File: src/rtl/dest_pipeline_tracker.sv
// Carries destination register and write/load flags through EX, MEM and WB for the forwarding
// unit, and stalls IF/ID with EX bubbles on load-use hazards that forwarding cannot cover.
module dest_pipeline_tracker #(
   parameter int unsigned REG_W             = 4,
   parameter int unsigned LOAD_STALL_CYCLES = 1,
   parameter int unsigned CNT_W             = 16
) (
   input  logic             clk,
   input  logic             rst,
   input  logic             idValid,
   input  logic [REG_W-1:0] idOp1,
   input  logic [REG_W-1:0] idOp2,
   input  logic [REG_W-1:0] idRd,
   input  logic             idRegWrite,
   input  logic             idMemRead,
   input  logic             flush,
   output logic [REG_W-1:0] exRd,
   output logic             exRegWrite,
   output logic             exMemRead,
   output logic [REG_W-1:0] memRd,
   output logic             memRegWrite,
   output logic [REG_W-1:0] wbRd,
   output logic             wbRegWrite,
   output logic             stall,
   output logic [CNT_W-1:0] stallCount
);

   typedef enum logic {StIdle, StStall} state_e;

   localparam logic [1:0]       RemInit = 2'(LOAD_STALL_CYCLES - 1);
   localparam logic [CNT_W-1:0] CntMax  = '1;

   state_e     state_q;
   logic [1:0] rem_q;
   logic       hazard;

   // The first stall cycle comes from the hazard itself; STALL only covers the extra bubbles.
   always_comb begin
      hazard = idValid & exMemRead & exRegWrite & ((exRd == idOp1) | (exRd == idOp2));
      stall  = 1'b0;
      if (!rst) begin
         if (state_q == StStall) begin
            stall = ~flush;
         end else begin
            stall = hazard & ~flush;
         end
      end
   end

   always_ff @(posedge clk) begin
      if (rst) begin
         state_q     <= StIdle;
         rem_q       <= 2'd0;
         exRd        <= '0;
         exRegWrite  <= 1'b0;
         exMemRead   <= 1'b0;
         memRd       <= '0;
         memRegWrite <= 1'b0;
         wbRd        <= '0;
         wbRegWrite  <= 1'b0;
         stallCount  <= '0;
      end else begin
         unique case (state_q)
            StIdle: begin
               if (stall && (LOAD_STALL_CYCLES > 1)) begin
                  state_q <= StStall;
                  rem_q   <= RemInit;
               end
            end
            StStall: begin
               rem_q <= rem_q - 2'd1;
               if ((rem_q == 2'd1) || flush) begin
                  state_q <= StIdle;
               end
            end
            default: state_q <= StIdle;
         endcase

         // MEM and WB never stall so older instructions always drain.
         wbRd        <= memRd;
         wbRegWrite  <= memRegWrite;
         memRd       <= exRd;
         memRegWrite <= exRegWrite;

         if (stall || flush || !idValid) begin
            exRd       <= '0;
            exRegWrite <= 1'b0;
            exMemRead  <= 1'b0;
         end else begin
            exRd       <= idRd;
            exRegWrite <= idRegWrite;
            exMemRead  <= idMemRead;
         end

         if (stall && (stallCount != CntMax)) begin
            stallCount <= stallCount + CNT_W'(1);
         end
      end
   end

endmodule
File: config.mk
export PLATFORM = sky130hd
export DESIGN_NAME = dest_pipeline_tracker
export DESIGN_NICKNAME = d
export VERILOG_FILES = /design/src/rtl/dest_pipeline_tracker.sv
export SDC_FILE = /design/constraint.sdc
export NUM_CORES = 1
export LEC_CHECK = 0
export ABC_AREA = 1
export CORE_MARGIN = 2
export CORE_UTILIZATION = 42
export DETAILED_ROUTE_END_ITERATION = 7
export GPL_TIMING_DRIVEN = 1
export PLACE_DENSITY = 0.71
export SLEW_MARGIN = 20
export SYNTH_ARGS = -nofsm -noshare
export SYNTH_HDL_FRONTEND = slang
export SYNTH_SLANG_ARGS = --single-unit
File: constraint.sdc
create_clock -name clk -period 2.7 [get_ports clk]
set_input_delay 0.54 -clock clk [delete_from_list [all_inputs] [get_ports clk]]
set_output_delay 0.54 -clock clk [all_outputs]
set_load 0.02 [all_outputs]
Word-level counts from Yosys, hierarchy flattened:

Index checks and enable logic that the tools add are counted.

* shifts and indexed selects: 0
* reduce and logical (&&, ||, !) cells: 7
* div/mod/pow operators: 0
* bitwise logic cells: 7
* equality and inequality tests: 4
* order comparisons: 0
* multipliers: 0
* add/subtract/negate cells: 2
* muxes and demuxes: 3

Operators with widths (count)
* $add A16 B1 Y16 const B: 1
* $ne A16 B16 Y1 const B: 1
* $eq A4 B4 Y1: 2
* $and A1 B1 Y1: 4
* $reduce_or A2 Y1: 2
* $logic_or A1 B1 Y1: 3
* $mux W1: 3
* $eq A2 B1 Y1 const B: 1
* $not A1 Y1: 2
* $sub A2 B1 Y2 const B: 1
* $logic_and A1 B1 Y1: 1
* $logic_not A1 Y1: 1
* $or A1 B1 Y1: 1

* word-level logic and storage cells: 33
* bits in registers: 35
* memories: 0
* input bits: 18
* memory bits (writable): 0
* bits in latches: 0
* output and inout port bits: 33
* bits in read-only memories: 0

Logic depth before layout (Yosys ltp):

* word-level depth: 9
* depth in mapped cells: 12
* gate-level depth less buffers: 12

Worst setup path before layout:

Ideal clock, no wire load.

* kind: input -> output
* from: input rst
* to: output stall
* data required time: 2.160 ns
* stages: 5
* data arrival time: 1.549 ns
* setup slack: 0.611 ns
* cell sequence: buf_2 -> nor2_1 -> buf_2 -> nand2_1 -> inv_1

* word-level cells in the longest chain between the ends: 1

Ends and longest elaborated chain
* start: declaration: line 9 `input logic rst,`
* $mux W1: line 41 `if (!rst) begin`
* end: declaration: line 24 `output logic stall,`

Every way passes these cells.

Final worst setup path:

* from: input idOp2[1]
* to: output stall

* word-level cells in the longest chain between the ends: 6

Ends and longest elaborated chain
* start: declaration: line 12 `input logic [REG_W-1:0] idOp2,`
* $eq A4 B4 Y1: line 39 `hazard = idValid & exMemRead & exRegWrite & ((exRd == idOp1) | (exRd == idOp2));`
* $or A1 B1 Y1: line 39
* $and A1 B1 Y1: line 39
* $and A1 B1 Y1: line 45 `stall = hazard & ~flush;`
* $mux W1: line 42 `if (state_q == StStall) begin`
* $mux W1: line 41

Every way passes these cells.

==> results.py <==
metrics = {
    "status": {
        "outcome": "finished, final reports clean",
    },
    "critical_path": {
        "path_class": "in -> out",
        "startpoint_type": "primary input",
        "cp.arrival_ns": 1.96,
        "critPathRequiredTime_ns": 2.16,
        "critPathMaxFanout": 2,
        "crit_path_end_kind": "output pin",
        "r2r_slack_ns": 0.84,
    },
    "route": {
        "wl_per_cell_um": 10.8,
        "drt_wl_total_mm": 3.95,
        "firstDrtPassIters": 6,
        "ant_nets": 0,
        "drc_errors": 0,
        "avgViaCountPerCell": 4.64,
        "via_count": 1697,
        "drt_iter0_drc": 88,
    },
    "finish": {
        "regArea_um2": 701,
        "drive_gt1_share_pct": 7.91,
        "antenna_cells": 0,
        "area_growth_pct": 36.4,
        "multi_input_area_um2": 876,
        "fill_cells": 388,
        "nNetsFinal": 335,
    },
    "synthesis": {
        "netlist_instances": 262,
        "synth-compound-area-share_pct": 4.51,
        "synth_area_um2": 1780,
        "synthMuxAreaShare_pct": 0,
        "async_reset_ff_share_pct": 0,
        "ys_top_cells_by_count": "72 x nand2_1, 41 x nor2_1, 37 x inv_1",
        "synth_top_flop_cell": "dfxtp_1",
        "yosys.area.top_type": "dfxtp_1",
        "seq_area_frac_synth_pct": 39.5,
        "yosys.area.top_type_share_pct": 39.5,
        "ys_top_cells_by_area": "dfxtp_1 39%, nand2_1 15%, nor2_1 8.7%, inv_1 7.8%, nand4_1 6.0%",
        "synthDistinctLibCells": 24,
        "synth-edff-count": 0,
        "avgSynthCellArea_um2": 6.78,
        "yosys_warnings": 0,
        "synth-seq-cells": 35,
        "synthSimpleGateAreaFrac_pct": 38.5,
        "synth_top_family_by_area": "simple AND/OR/NAND/NOR gates",
        "syn_nets": 282,
        "yosysMostFrequentCell": "nand2_1",
        "synthAdderAreaFrac_pct": 1.41,
        "synthXorXnorAreaFrac_pct": 4.93,
    },
    "placement": {
        "io_buffers": 50,
        "gp_congestion": 0.827,
        "dp_hpwl_mm": 2.95,
        "place_ws_ns": -0.0994,
    },
    "floorplan": {
        "start_util_pct": 44.1,
        "rows": 23,
        "die-width_um": 69.0,
        "io_pins": 51,
        "die_area_um2": 4760,
        "core-area_um2": 4030,
        "die_h_um": 69.0,
    },
    "grt": {
        "grt_start_max_net_pins": 27,
        "grt_pass1_vias": 1529,
        "grt_pass1_wl_mm": 6.79,
        "overflow": 0,
        "gr-usage-all-layers_pct": 17.1,
        "grt_antenna_before_repair": 0,
    },
    "sta": {
        "hold-worst-slack_ns": 0.418,
        "report.final.slew_viol_count": 0,
        "worst_slack_ns": 0.197,
        "clock.fmax_ghz": 0.400,
        "setup_viol": 0,
        "period_needed_ns": 2.50,
        "rsz0062_at_grt": "false",
        "clock_skew_ns": 0.00861,
        "slew_headroom_pct": 79.1,
        "worstMarginPinSlew_ns": 0.313,
        "fin_crit_sh_pct": 92.7,
        "final_hold_viol_count": 0,
    },
    "power_and_ir_drop": {
        "ir_worst_vdd_v": 0.000261,
        "total_power_w": 0.00100,
        "powerDensity_nw_per_um2": 413,
        "leakage_nw": 1.02,
    },
    "hold_path": {
        "hp-class": "reg -> reg",
    },
    "cts": {
        "ctsHoldBuffers": 0,
        "cts_max_level": 2,
        "cts_buffer_depth": 2,
        "cts_root_buffer": "clkbuf_8",
        "cts.sinks": 35,
        "cts_tree": "done",
        "insertion_delay_ns": 0.29,
        "numCtsBuffers": 5,
        "cts_setup_buffers": 0,
        "clkSlewWorstSetupHoldPaths_ns": 0.07,
    },
    "job": {
        "cap_violations": 0,
    },
}
-- critical path: stages --
cell	delay (ns)
clkdlybuf4s50_1	0.48
inv_1	0.05
nand2_1	0.05
nand2_1	0.04
nor2_1	0.11
nand2_1	0.06
nand2_1	0.06
nand2_1	0.07
nand2_2	0.07
nand2_1	0.06
inv_1	0.05
dlygate4sd2_1	0.33
-- area by class of cell --
class	instances	share of cell area [%]
Clock inverter	2	0.672
Timing Repair Buffer	53	21.6
Clock buffer	6	3.41
Inverter	43	6.67
Multi-Input combinational cell	177	36.2
Sequential cell	35	28.9
Tap cell	50	2.58
-- path summary, 6_finish.rpt --
path,cells after the start,from,endpoint
worst max-delay path,12,idOp2[1],stall
worst min-delay path,2,memRd[1],wbRd[1]
worst max register to register,10,stallCount[1],stallCount[0]
worst min register to register,2,memRd[1],wbRd[1]
-- sequential cells by signal, indices dropped and copies added, names as in the netlist --
signal / count
stallCount: 16
exRd: 4
memRd: 4
wbRd: 4
rem_q: 2
exMemRead: 1
exRegWrite: 1
memRegWrite: 1
state_q: 1
wbRegWrite: 1
-- repair_timing --
item / 4_1_cts / 5_1_grt
resized for setup: 1 / 0
endpoints found under the hold margin: 0 / 0
setup endpoints to repair: 1 / 0
-- power breakdown --
group          switching [W]  leakage (nW)  internal, W
Sequential        0.00000310         0.283     0.000520
Clock               0.000193        0.0474     0.000208
Combinational      0.0000365         0.688    0.0000392
-- layout by cell type (no fill, tap or decap) --
master / synthesis / final
dfxtp_1: 35 / 35
ha_1: 2 / 2
nand3_1: 9 / 9
xor2_1: 6 / 6
nor2_1: 41 / 41
nand2_1: 72 / 72
o21ai_0: 2 / 2
and2_1: 1 / 1
nand2_2: 2 / 2
nand2_4: 1 / 1
inv_2: 6 / 6
nand4_1: 17 / 17
dlygate4sd2_1: 0 / 1
clkdlybuf4s50_1: 0 / 49
nor2_4: 2 / 2
a21oi_1: 14 / 14
clkinvlp_4: 0 / 1
inv_1: 37 / 37
nor4_1: 1 / 1
clkbuf_8: 0 / 6
buf_4: 0 / 3
xnor2_1: 4 / 4
nand4_4: 1 / 1
clkinv_4: 0 / 1
nor3_2: 1 / 1
nand3_4: 1 / 1
-- through the flow --
step	setup TNS (ns)	area, um2	instances	utilization [%]
finish	0	2420	366	60.1
global route	0	2420	366	60.1
CTS	0	2420	366	60.1
detailed placement	-0.0994	2320	358	57.7
global placement	-0.0752	2320	358	57.7
floorplan	0	1780	262	-
-- cells by family (layout without fill, tap and decap cells) --
family,after synthesis,after routing
buffers and inverters,50,104
AND/OR/NAND/NOR,149,149
AO/OA/AOI/OAI,16,16
flip-flops,35,35
adder cells (fa/ha/maj),2,2
XOR/XNOR,10,10
-- layer usage --
| metal | wire, um | part of all wire [%] | global-route usage (%) |
|---|---|---|---|
| met5 | 0 | 0 | 0 |
| met1 | 1940 | 49 | 21.7 |
| met4 | 53 | 1.3 | 6.54 |
| met2 | 1790 | 45 | 28.2 |
| met3 | 159 | 4.0 | 3.65 |
Power figures use the tool's default switching activity.
